==> src/rtl/uart_tx.sv <==
// UART transmitter: start bit, DATA_WIDTH data bits LSB first, optional parity, one stop bit.
// Each bit is held PRESCALE clocks; words are accepted over a valid/ready handshake.
module uart_tx #(
  parameter int unsigned DATA_WIDTH = 8,
  parameter int unsigned PRESCALE   = 8
) (
  input  logic                  i_clk,
  input  logic                  i_rst,
  input  logic [DATA_WIDTH-1:0] i_data,
  input  logic                  i_data_valid,
  input  logic                  i_par_en,
  input  logic                  i_par_typ,
  output logic                  o_ready,
  output logic                  o_busy,
  output logic                  o_tx
);

  localparam int unsigned PW = (PRESCALE > 1) ? $clog2(PRESCALE) : 1;
  localparam int unsigned IW = (DATA_WIDTH > 1) ? $clog2(DATA_WIDTH) : 1;

  typedef enum logic [2:0] {
    IDLE   = 3'd0,
    START  = 3'd1,
    DATA   = 3'd2,
    PARITY = 3'd3,
    STOP   = 3'd4
  } state_t;

  state_t                  state_q, state_d;
  logic [PW-1:0]           cnt_q, cnt_d;
  logic [IW-1:0]           idx_q, idx_d;
  logic [DATA_WIDTH-1:0]   data_q, data_d;
  logic                    par_en_q, par_en_d;
  logic                    par_bit_q, par_bit_d;
  logic                    tx_q, tx_d;
  logic                    busy_q, busy_d;
  logic                    last_tick;
  logic [IW-1:0]           idx_nxt;

  assign last_tick = (cnt_q == PW'(PRESCALE - 1));
  assign idx_nxt   = idx_q + IW'(1);

  // State and datapath registers; reset drops the frame and returns the line high.
  always_ff @(posedge i_clk or posedge i_rst) begin
    if (i_rst) begin
      state_q   <= IDLE;
      cnt_q     <= '0;
      idx_q     <= '0;
      data_q    <= '0;
      par_en_q  <= 1'b0;
      par_bit_q <= 1'b0;
      tx_q      <= 1'b1;
      busy_q    <= 1'b0;
    end else begin
      state_q   <= state_d;
      cnt_q     <= cnt_d;
      idx_q     <= idx_d;
      data_q    <= data_d;
      par_en_q  <= par_en_d;
      par_bit_q <= par_bit_d;
      tx_q      <= tx_d;
      busy_q    <= busy_d;
    end
  end

  // Next-state logic; o_tx takes the next bit value on the edge that advances the state.
  always_comb begin
    state_d   = state_q;
    cnt_d     = cnt_q;
    idx_d     = idx_q;
    data_d    = data_q;
    par_en_d  = par_en_q;
    par_bit_d = par_bit_q;
    tx_d      = tx_q;
    busy_d    = busy_q;

    if (state_q != IDLE) begin
      cnt_d = last_tick ? '0 : cnt_q + PW'(1);
    end

    unique case (state_q)
      IDLE: begin
        tx_d   = 1'b1;
        busy_d = 1'b0;
        cnt_d  = '0;
        idx_d  = '0;
        if (i_data_valid) begin
          data_d    = i_data;
          par_en_d  = i_par_en;
          par_bit_d = (^i_data) ^ i_par_typ;
          state_d   = START;
          tx_d      = 1'b0;
          busy_d    = 1'b1;
        end
      end
      START: begin
        if (last_tick) begin
          state_d = DATA;
          idx_d   = '0;
          tx_d    = data_q[0];
        end
      end
      DATA: begin
        if (last_tick) begin
          if (idx_q == IW'(DATA_WIDTH - 1)) begin
            idx_d = '0;
            if (par_en_q) begin
              state_d = PARITY;
              tx_d    = par_bit_q;
            end else begin
              state_d = STOP;
              tx_d    = 1'b1;
            end
          end else begin
            idx_d = idx_nxt;
            tx_d  = data_q[idx_nxt];
          end
        end
      end
      PARITY: begin
        if (last_tick) begin
          state_d = STOP;
          tx_d    = 1'b1;
        end
      end
      STOP: begin
        if (last_tick) begin
          state_d = IDLE;
          tx_d    = 1'b1;
          busy_d  = 1'b0;
        end
      end
      default: begin
        state_d = IDLE;
        tx_d    = 1'b1;
        busy_d  = 1'b0;
      end
    endcase
  end

  assign o_ready = (state_q == IDLE);
  assign o_busy  = busy_q;
  assign o_tx    = tx_q;

endmodule

==> config.mk <==
export PLATFORM = sky130hd
export DESIGN_NAME = uart_tx
export DESIGN_NICKNAME = d
export VERILOG_FILES = /design/src/rtl/uart_tx.sv
export SDC_FILE = /design/constraint.sdc
export NUM_CORES = 1
export LEC_CHECK = 0
export ABC_AREA = 0
export CAP_MARGIN = 20
export CORE_MARGIN = 2
export CORE_UTILIZATION = 25
export CTS_BUF_LIST = sky130_fd_sc_hd__clkbuf_16
export DETAILED_ROUTE_END_ITERATION = 8
export SLEW_MARGIN = 20
export SYNTH_ARGS = -nofsm -noshare
export SYNTH_HDL_FRONTEND = slang
export SYNTH_SLANG_ARGS = --single-unit
==> constraint.sdc <==
create_clock -name i_clk -period 4.2 [get_ports i_clk]
set_input_delay 0.42 -clock i_clk [delete_from_list [all_inputs] [get_ports i_clk]]
set_output_delay 0.42 -clock i_clk [all_outputs]
set_load 0.01 [all_outputs]
Yosys cells after proc, flatten, opt, wreduce, memory -nomap -nowiden. Index checks and enable logic that the tools add are counted.

Register bits after elaboration: 21. Output and inout port bits: 3. Bits of input ports: 13.

Bitwise gates (word level): 2. Reduce and logical (&&, ||, !) cells: 12. Add/subtract/negate cells: 2. Equality and inequality tests: 13. Mux-type cells: 26. Order comparisons: 1.

Operators with widths (number): 3-bit two-way mux (12); 3-bit one-hot mux with 5 select lines (1); 2-bit inequality test (second input constant) (6); 3-bit equality test (second input constant) (3); 1-bit two-way mux (9); 3-bit one-hot mux with 3 select lines (1); 8-bit XOR reduction (1); 3-bit by 1-bit adder with 3-bit output (second input constant) (2); 3-bit by 2-bit equality test with 1-bit output (second input constant) (2); 3-bit AND reduction (2); 6-bit AND reduction (1); 3-bit nonzero test (2); 3-bit by 4-bit less-than comparator with 1-bit output (second input constant) (1); 1-bit one-hot mux with 4 select lines (1); 2-bit AND reduction (2); 1-bit binary-select mux with 3-bit select (1); 3-bit by 1-bit equality test with 1-bit output (second input constant) (1); 3-bit zero test (1); 1-bit one-hot mux with 3 select lines (1); 3-bit OR reduction (1); 2-bit by 1-bit inequality test with 1-bit output (second input constant) (1); 2-bit nonzero test (1); 2-bit OR reduction (1); 1-bit inverter (1); 1-bit bitwise XOR (1).

Depth between registers and ports, before layout. Gate-level depths: netlist (run 1).

Depth in word-level cells: 6. Gate-level depth with buffers: 6. Depth with buffers taken out: 6.

Least setup slack after synthesis (run 1). OpenSTA, ideal clock, no wires.

Path kind: register to register. From: register idx_q[0]. To: register tx_q, in the netlist o_tx. Buffers on the path: 0. Stages on the path, launching flop included: 6. Data required time: 4.112 ns. Data arrival time: 1.733 ns. Path slack: 2.379 ns. Path through: dfrtp_1 -> ha_1 -> mux4_1 -> mux2_2 -> o211ai_2 -> a31oi_1.

Word-level cells in the longest chain between the ends: 6.

RTL lines: start: declaration (RTL line 31) `logic [IW-1:0] idx_q, idx_d;`; start signal: assignment (RTL line 57) `idx_q <= idx_d;`; 3-bit by 1-bit adder with 3-bit output (RTL line 41) `assign idx_nxt = idx_q + IW'(1);`; 1-bit binary-select mux with 3-bit select (RTL line 116) `tx_d = data_q[idx_nxt];`; 1-bit two-way mux (implied by the code) (RTL line 116); 1-bit two-way mux (*) (RTL line 105) `if (idx_q == IW'(DATA_WIDTH - 1)) begin`; 1-bit two-way mux (*) (RTL line 104) `if (last_tick) begin`; 1-bit one-hot mux with 4 select lines (*) (RTL line 81) `unique case (state_q)`; end signal: assignment (RTL line 61) `tx_q <= tx_d;`; end: declaration (RTL line 35) `logic tx_q, tx_d;`.

Every way passes the cells marked *; elsewhere a longest branch is shown, timed or not. The select of a mux whose other input is x is not followed. A chain may end at the register's enable or synchronous reset.

Final worst setup path (run 1).
From: register state_q[0]. To: output o_ready.

Word-level cells in the longest chain between the ends: 1.

RTL lines: start: declaration (RTL line 29) `state_t state_q, state_d;`; start signal: assignment (RTL line 55) `state_q <= state_d;`; 3-bit zero test (RTL line 141) `assign o_ready = (state_q == IDLE);`; end: declaration (RTL line 13) `output logic o_ready,`.

No other way between the ends.

==> results of run 1 <==
-- layout make-up --
type | count | area, um2
Sequential cell | 21 | 527
Inverter | 6 | 22.5
Clock buffer | 3 | 75.1
Multi-Input combinational cell | 62 | 547
Tap cell | 52 | 65.1
Timing Repair Buffer | 15 | 150
Clock inverter | 1 | 5.00
Fill cell | 430 | 2960
-- through the flow --
step	utilization [%]	std cells	worst slack (ns)	hold slack [ns]	area, um2
2_1_floorplan	-	93	2.38	0.396	1120
3_3_place_gp	30.1	156	2.27	0.429	1310
3_5_place_dp	30.1	156	2.27	0.458	1310
4_1_cts	32.0	160	2.05	0.467	1390
5_1_grt	32.0	160	1.97	0.474	1390
6_report	32.0	160	2.06	0.459	1390
-- worst max-delay path: cells and delay by family (launching register included) --
family | cells | cell delay, ns
buffers and inverters | 1 | 0.59
flip-flops | 1 | 0.52
AND/OR/NAND/NOR | 1 | 0.36
-- state kept, by name, indices dropped and copies added (netlist names) --
register and count:
data_q 8, cnt_q 3, idx_q 3, state_q 3, o_busy 1, o_tx 1
par_bit_q 1, par_en_q 1
-- path summary, 6_finish.rpt --
| check | start | end | slack [ns] | cells past startpoint |
|---|---|---|---|---|
| max | state_q[0] | o_ready | 2.06 | 2 |
| min reg2reg | cnt_q[0] | cnt_q[0] | 0.46 | 1 |
| max in group asynchronous | i_rst | state_q[0] | 3.10 | 2 |
| min in group asynchronous | i_rst | data_q[6] | 0.61 | 2 |
| max reg2reg | idx_q[0] | o_tx | 2.24 | 5 |
| min | cnt_q[0] | cnt_q[0] | 0.46 | 1 |
-- report_power, final --
| part | leakage, nW | internal [W] | total [W] | switching (W) |
|---|---|---|---|---|
| clock | 0.0409 | 0.000128 | 0.000200 | 0.0000723 |
| sequential | 0.258 | 0.000287 | 0.000352 | 0.0000655 |
| combinational | 0.288 | 0.000151 | 0.000265 | 0.000114 |
-- cells in the final DEF, fill, tap and decap left out, drive strengths merged, types with 3 or more instances in the layout --
cell,n
nand2,4
dfrtp,20
xnor2,4
ha,4
mux2,10
clkbuf,3
o21ai,3
inv,6
nor3,4
nor2,4
a21oi,3
clkdlybuf4s50,15
-- metal layers --
| layer | GRT usage, % | wire length [um] | vias to the layer above |
|---|---|---|---|
| li1 | - | - | 371 |
| met1 | 11.6 | 893 | 371 |
| met2 | 14.3 | 946 | 13 |
| met3 | 2.71 | 74 | 0 |
| met4 | 1.26 | 0 | 0 |
| met5 | 0 | 0 | - |
-- cell families after synthesis --
family / Yosys count
AOI/OAI and AO/OA: 17
xor gates and xnor gates: 7
adders and majority gates: 4
DFF: 21
and+or+nand+nor: 20
buffers and inverters: 10
muxes: 14
==> impl_results.md, run 1 <==
* Outcome: complete, no violations
* Synthesized cell area at 1120 um2
* IO Pins at 16
* Total number of vias at 755
* Routed wire length at 1910 um
* FMAX at 467 MHz
* Slowest CP cell: clkdlybuf4s50_1
* Post-synthesis xor/xnor area fraction at 6.67%
* Complex-gate fraction of the synthesized area at 11.0%
* Req. time, crit path at 3.78 ns
* Core Area at 4350 um2
* Worst hold path class: reg -> reg
* Post-Syn Area per Cell at 12.1 um2
* CP startpoint kind: register
* CTS resizes at 0
* CP endpoint kind: output port
* Dominant register cell in the synthesized netlist: dfrtp_1
* Yosys cell types at 36
* Die Ht at 71.1 um
* Worst-path clk slew at 0.06 ns
* Post-synth EDFFs at 0
* Area leader, netlist: dfrtp_1
* Final Power at 0.000817 W
* Initial antenna violation count at 0
* Drt via density at 4.72
* Post-DRT Antenna Nets at 0
* Synth Register Bits at 21
* Max_slew headroom at 47.8%
* Async S/R FF share, synth at 100%
* PwrDens at 587 nW/um2
* Initial Util at 25.8%
* Largest net degree at the start of global routing at 22
* Final clock skew at 0.00375 ns
* Area share of the largest cell type after synthesis at 44.5%
* Tcrit/Tclk final at 51.0%
* Critical path peak fanout at 13
* Gpl congestion at 0.819
* Ratio of cells with drive above 1 in the final layout at 8.33%
* Number of synthesis warnings at 0
* Final Critical Period at 2.14 ns
* Total grt overflow at 0
* Synth Area in Adders at 4.45%
* Worst-skew pair later-pin latency at 0.25 ns
* Syn Nets at 110
* Area Growth Syn to Fin at 23.7%
* Iter 0 DRT Violations at 20
* Setup bufs post-CTS at 0
* Fin. Hold Viols at 0
* Top post-synthesis cells by area: dfrtp_1, mux2_1, mux4_1
* Most frequent cells after synthesis: dfrtp_1, mux2_1, inv_1
* Final Setup Violations at 0
* Mapped Cells at 93
* Simple-Gate Fraction of Synth Area at 10.0%
* RSZ-0062 raised after global routing: no
* Nets at 126
* Register area share after synthesis at 46.8%
* Crit path cell chain: nor3_4 -> clkdlybuf4s50_1
* Setup CP Type: reg -> out
* Antenna diodes at 0
* Count leader, synth: dfrtp_1
* Critical Path AT at 1.72 ns
* First-pass GRT wire length at 3590 um
* GRT Overall Usage at 8.70%
* Drt drc at 0
* Number of hold buffers added after CTS at 0
* DIE WIDTH at 71.1 um
* Max H-tree Level at 1
* DR WL/cell at 12.0 um
* TritonRoute pass-1 iters at 4
* Vias in the first global route at 759
* Number of CTS-inserted buffers at 3
* Maximum vdd drop at 0.355 mV
* MaxCap Viol Count at 0
* Worst slew pin tran at 0.782 ns
* Bufs on Longest Clock Path at 2
* Port Buf Inserts at 15
* Clock sinks at 21
* DPL Wire Length at 1490 um
* Largest family of logic cells by synthesized area: multiplexers
* CP max stage delay at 0.59 ns
* Leak at 0.587 nW
* Cell Rows at 24
* Setup TNS at 0 ns
* Clock root buffer: clkbuf_16
* CTS tree: built
* Slew Viols, Final at 0
* Multiplexer share of the synthesized area at 16.5%
* Die ar. at 5050 um2
No activity file was read; power rests on OpenSTA's default activity.
==> run 2: changes to the inputs <==
==> constraint.sdc (replaced) <==
create_clock -name i_clk -period 2.2 [get_ports i_clk]
set_input_delay 0.22 -clock i_clk [delete_from_list [all_inputs] [get_ports i_clk]]
set_output_delay 0.22 -clock i_clk [all_outputs]
set_load 0.01 [all_outputs]
==> run 2 against run 1 <==
Routed wire length is 14% higher. Clock skew increased by 0.0010 ns. Die area unchanged. Cell count is 1.3% higher. Via count rose by 1.9%. Worst setup slack worse by 1.8 ns. Critical path type is now reg -> reg. Largest power group unchanged.
==> impl_results.md, run 2 (synthesis results as in run 1) <==
* Final Power at 0.00159 W
* Drt drc at 0
* Initial Util at 25.8%
* Port Buf Inserts at 15
* Sw power at 0.000499 W
* RSZ-0062 raised after global routing: no
* Req. time, crit path at 2.37 ns
* TritonRoute pass-1 iters at 4
* Post-DRT Antenna Nets at 0
* Final clock skew at 0.00480 ns
* Setup bufs post-CTS at 0
* Flop-to-flop setup slack at 0.29 ns
* Critical path peak fanout at 4
* RR Startpoint: idx_q[0]
* DR WL/cell at 13.5 um
* Leak at 0.598 nW
* CP endpoint kind: register
* Commonest non-fill, non-tap cells in the layout: dfrtp_1, clkdlybuf4s50_1, mux2_1
* Drt via density at 4.75
* Worst-skew pair later-pin latency at 0.25 ns
* Clock sinks at 21
* CTS tree: built
* Critical Path AT at 2.08 ns
* Iter 0 DRT Violations at 18
* Largest Register: data_q
* Outcome: complete, no violations
* IO Pins at 16
* Setup TNS at 0 ns
* Worst slew pin tran at 0.457 ns
* DIE WIDTH at 71.1 um
* Final std cells w/o fill at 162
* Clock root buffer: clkbuf_16
* Antenna diodes at 0
* Maximum vdd drop at 0.428 mV
* Gpl congestion at 0.833
* CP max stage delay at 0.55 ns
* Number of hold buffers added after CTS at 0
* Die ar. at 5050 um2
* Sw Share at 31.3%
* Slew Viols, Final at 0
* Worst hold path class: in -> async
* CP bufs+invs at 0
* CTS resizes at 0
* CP startpoint kind: register
* Nets at 128
* Number of CTS-inserted buffers at 3
* Worst-path clk slew at 0.06 ns
* Routed wire length at 2180 um
* Multi-input gate area at 547 um2
* Bufs on Longest Clock Path at 2
* MaxCap Viol Count at 0
* Fin. Hold Viols at 0
* Core Area at 4350 um2
* Total number of vias at 769
* Largest net degree at the start of global routing at 22
* Cell Rows at 24
* Max H-tree Level at 1
* PwrDens at 1130 nW/um2
* Reg2reg end: o_tx
* Vias in the first global route at 825
* Tcrit/Tclk final at 86.9%
* Fillers at 423
* Die Ht at 71.1 um
* CP startpoint: idx_q[0]
* Commonest non-fill, non-tap cell in the layout: dfrtp_1
* Comb pwr share at 35.0%
* Largest register FFs at 8
* Final hold slack at 0.296 ns
* Max_slew headroom at 69.5%
* Kind of cell adding the most delay to the critical path: multiplexers
* Total grt overflow at 0
* Slowest CP cell: mux4_1
* Area Growth Syn to Fin at 24.9%
* Inst Count DP at 158
* Worst Reg-to-Reg Cells at 5
* Initial antenna violation count at 0
* Final Setup Violations at 0
* Final Critical Period at 1.91 ns
* Internal at 0.00109 W
* DPL Wire Length at 1660 um
* Clk pwr share at 23.8%
* Ratio of cells with drive above 1 in the final layout at 9.09%
* Register area at 527 um2
* Crit path cell chain: ha_1 -> mux4_1 -> mux2_2 -> o211ai_2 -> a31oi_1
* GRT Overall Usage at 9.67%
* Seq pwr share at 41.1%
* Setup CP Type: reg -> reg
* First-pass GRT wire length at 3850 um
* FMAX at 523 MHz
run 2: worst max-delay path by stage:
| stage | to | slack, ns | cells after the start |
|---|---|---|---|
| after floorplan | o_tx | 0.38 | 5 |
| after global placement | o_tx | 0.34 | 5 |
| after detailed placement | o_tx | 0.31 | 5 |
| after CTS | o_tx | 0.29 | 5 |
| after global routing | o_tx | 0.22 | 5 |
| final | o_tx | 0.29 | 5 |
run 2: area by class of cell:
cell class / count / share of cell area, %
clock buffer: 3 / 5.34
sequential: 21 / 37.5
multi-input combinational: 62 / 38.9
timing repair buffer: 17 / 11.8
tap: 52 / 4.63
clock inverter: 1 / 0.267
inverter: 6 / 1.60
run 2: worst min-delay path, stage by stage:
cell and delay [ns]:
clkdlybuf4s50_1 0.39, inv_1 0.05, buf_4 0.27
run 2: power groups by stage:
stage | combinational (W) | clock [W] | sequential [W]
after floorplan | 0.000422 | 0 | 0.000624
after global placement | 0.000533 | 0 | 0.000658
after detailed placement | 0.000565 | 0 | 0.000664
after CTS | 0.000569 | 0.000384 | 0.000657
after global routing | 0.000623 | 0.000414 | 0.000678
final | 0.000558 | 0.000379 | 0.000654
run 2: per-stage QoR:
step / setup slack (ns) / util (%) / cell area, um2
detailed placement: 0.310 / 30.5 / 1330
CTS: 0.286 / 32.3 / 1410
floorplan: 0.379 / - / 1120
global route: 0.219 / 32.3 / 1410
finish: 0.289 / 32.3 / 1410
global placement: 0.342 / 30.5 / 1330
run 2: routing by layer:
metal	vias to the layer above	wire [um]	GRT usage, %
met5	-	0	0
met4	0	29	3.98
met3	5	87	1.99
met2	16	1150	17.0
met1	376	909	11.4
li1	372	-	-
==> variant, RTL diff (config.mk and constraints of run 1) <==
Change the parameter `PRESCALE` from 8 to 4.
--- a/src/rtl/uart_tx.sv
+++ b/src/rtl/uart_tx.sv
@@ -3,5 +3,5 @@
 module uart_tx #(
   parameter int unsigned DATA_WIDTH = 8,
-  parameter int unsigned PRESCALE   = 8
+  parameter int unsigned PRESCALE   = 4
 ) (
   input  logic                  i_clk,
Behaviour: not the same (Yosys sat finds a counterexample within 10 cycles, from zero or initial values and one cycle with i_rst high).
==> variant against run 1 <==
  * Total power rose by 21%
  * Worst setup slack got worse by 0.042 ns
  * Synthesized area decreased by 0.56%
  * Cell area fell by 0.18%
  * Largest cell class unchanged
  * Wire length rose by 16%
  * Sequential cell count down 1
  * Sequential share of layout area down 1.7 points
  * Register-to-register slack got worse by 0.12 ns
==> variant: results (changes against run 1) <==
Status - complete, no violations
Clock Path Buffers - 2 (unchanged)
Worst Setup SP - state_q[0]$_DFFE_PP0P_
Met1 wire length - 1.022 mm (+14%)
Cts repair resizes - 0 (unchanged)
Post-placement cell area - 1310 um^2 (about the same)
First-pass GRT wire length - 3.808 mm (+6.1%)
Biggest registers after layout - data_q x8, idx_q x3, state_q x3
GRT Util Overall - 9.717% (+1.0 points)
Slew Limit Headroom - 48.64% (+0.81 points)
Worst Skew - 0.002130 ns (-0.001623 ns)
Net load switching power - 0.3403 mW (+35%)
Placed Cells incl. Taps - 157 (+0.64%)
Met3 routed wirelength - 69 um (-6.8%)
Seq/Total Area, Yosys - 44.85% (-2.0 points)
Placer Congestion - 0.8289 (+1.2%)
HPWL after DPL - 1.660 mm (+11%)
Hold slack final - 0.4409 ns (-0.01817 ns)
Final worst setup slack - 2.015 ns (-0.04201 ns)
Syn nets - 111 (+0.91%)
Final wirelength - 2.222 mm (+16%)
Critical Path AT - 1.76 ns (+0.04 ns)
Max rail drop VDD - 0.3074 mV (-13%)
Vias in the first global route - 809 (+6.6%)
Switching share of power - 34.51% (+3.7 points)
Synth cell count leaders - 19 x dfrtp_1, 11 x mux2_2, 5 x o21ai_0
Initial DRC Count - 24 (+20%)
DR vias - 774 (+2.5%)
Via density - 4.807 (+1.9%)
Htree depth - 1 (unchanged)
Largest cells by area after synthesis - dfrtp_1 43%, mux2_2 11%, mux4_1 4.7%
Wire length on met2 - 1.094 mm (+16%)
Uppermost routed layer - met4
Crit-path max FO - 16 (+3)
R2r endpoint - o_tx$_DFFE_PP1P_
Unique masters post-synth - 37 (+2.8%)
Share of layout cells above drive strength 1 - 15.60% (+7.3 points)
Synth Area per Inst - 11.77 um^2 (-2.6%)
Maximum number of pins on one net before global-route repair - 21 (-4.5%)
Sequential power share - 38.8% (-4.3 points)
Leak pwr - 0.5609 nW (-4.4%)
Reg2Reg Setup Slack - 2.12 ns (-0.12 ns)
## variant: cell count changes after synthesis, moves of 3 or more
cell             run 1  this run
mux2_1               9         0
clkbuf_1             0         3
o21ai_0              1         5
mux2_2               1        11
## variant: area by class of cell
class	instances	area (um^2)
Fill cell	449	2935
Multi-Input combinational cell	66	578.1
Sequential cell	20	501.7
Timing Repair Buffer	15	150.1
Clock buffer	3	75.07
Tap cell	52	65.06
Inverter	4	15.01
Clock inverter	1	3.754
## variant: cell families (layout without fill, tap and decap cells)
kind of cell    Yosys count  count (layout)  synth area share (%)
buf+inv                   9              23                 3.467
simple gates             23              23                 12.64
compound gates           19              19                 12.30
flops                    20              20                 44.86
mux                      14              14                 16.67
xor+xnor                  7               7                 6.711
fa+ha+maj                 3               3                 3.356
## variant: per-layer routing
layer	up-vias	global-route usage (%)
met5	-	0
met3	3	1.709
li1	377	-
met2	15	16.30
met4	0	3.774
met1	379	12.48
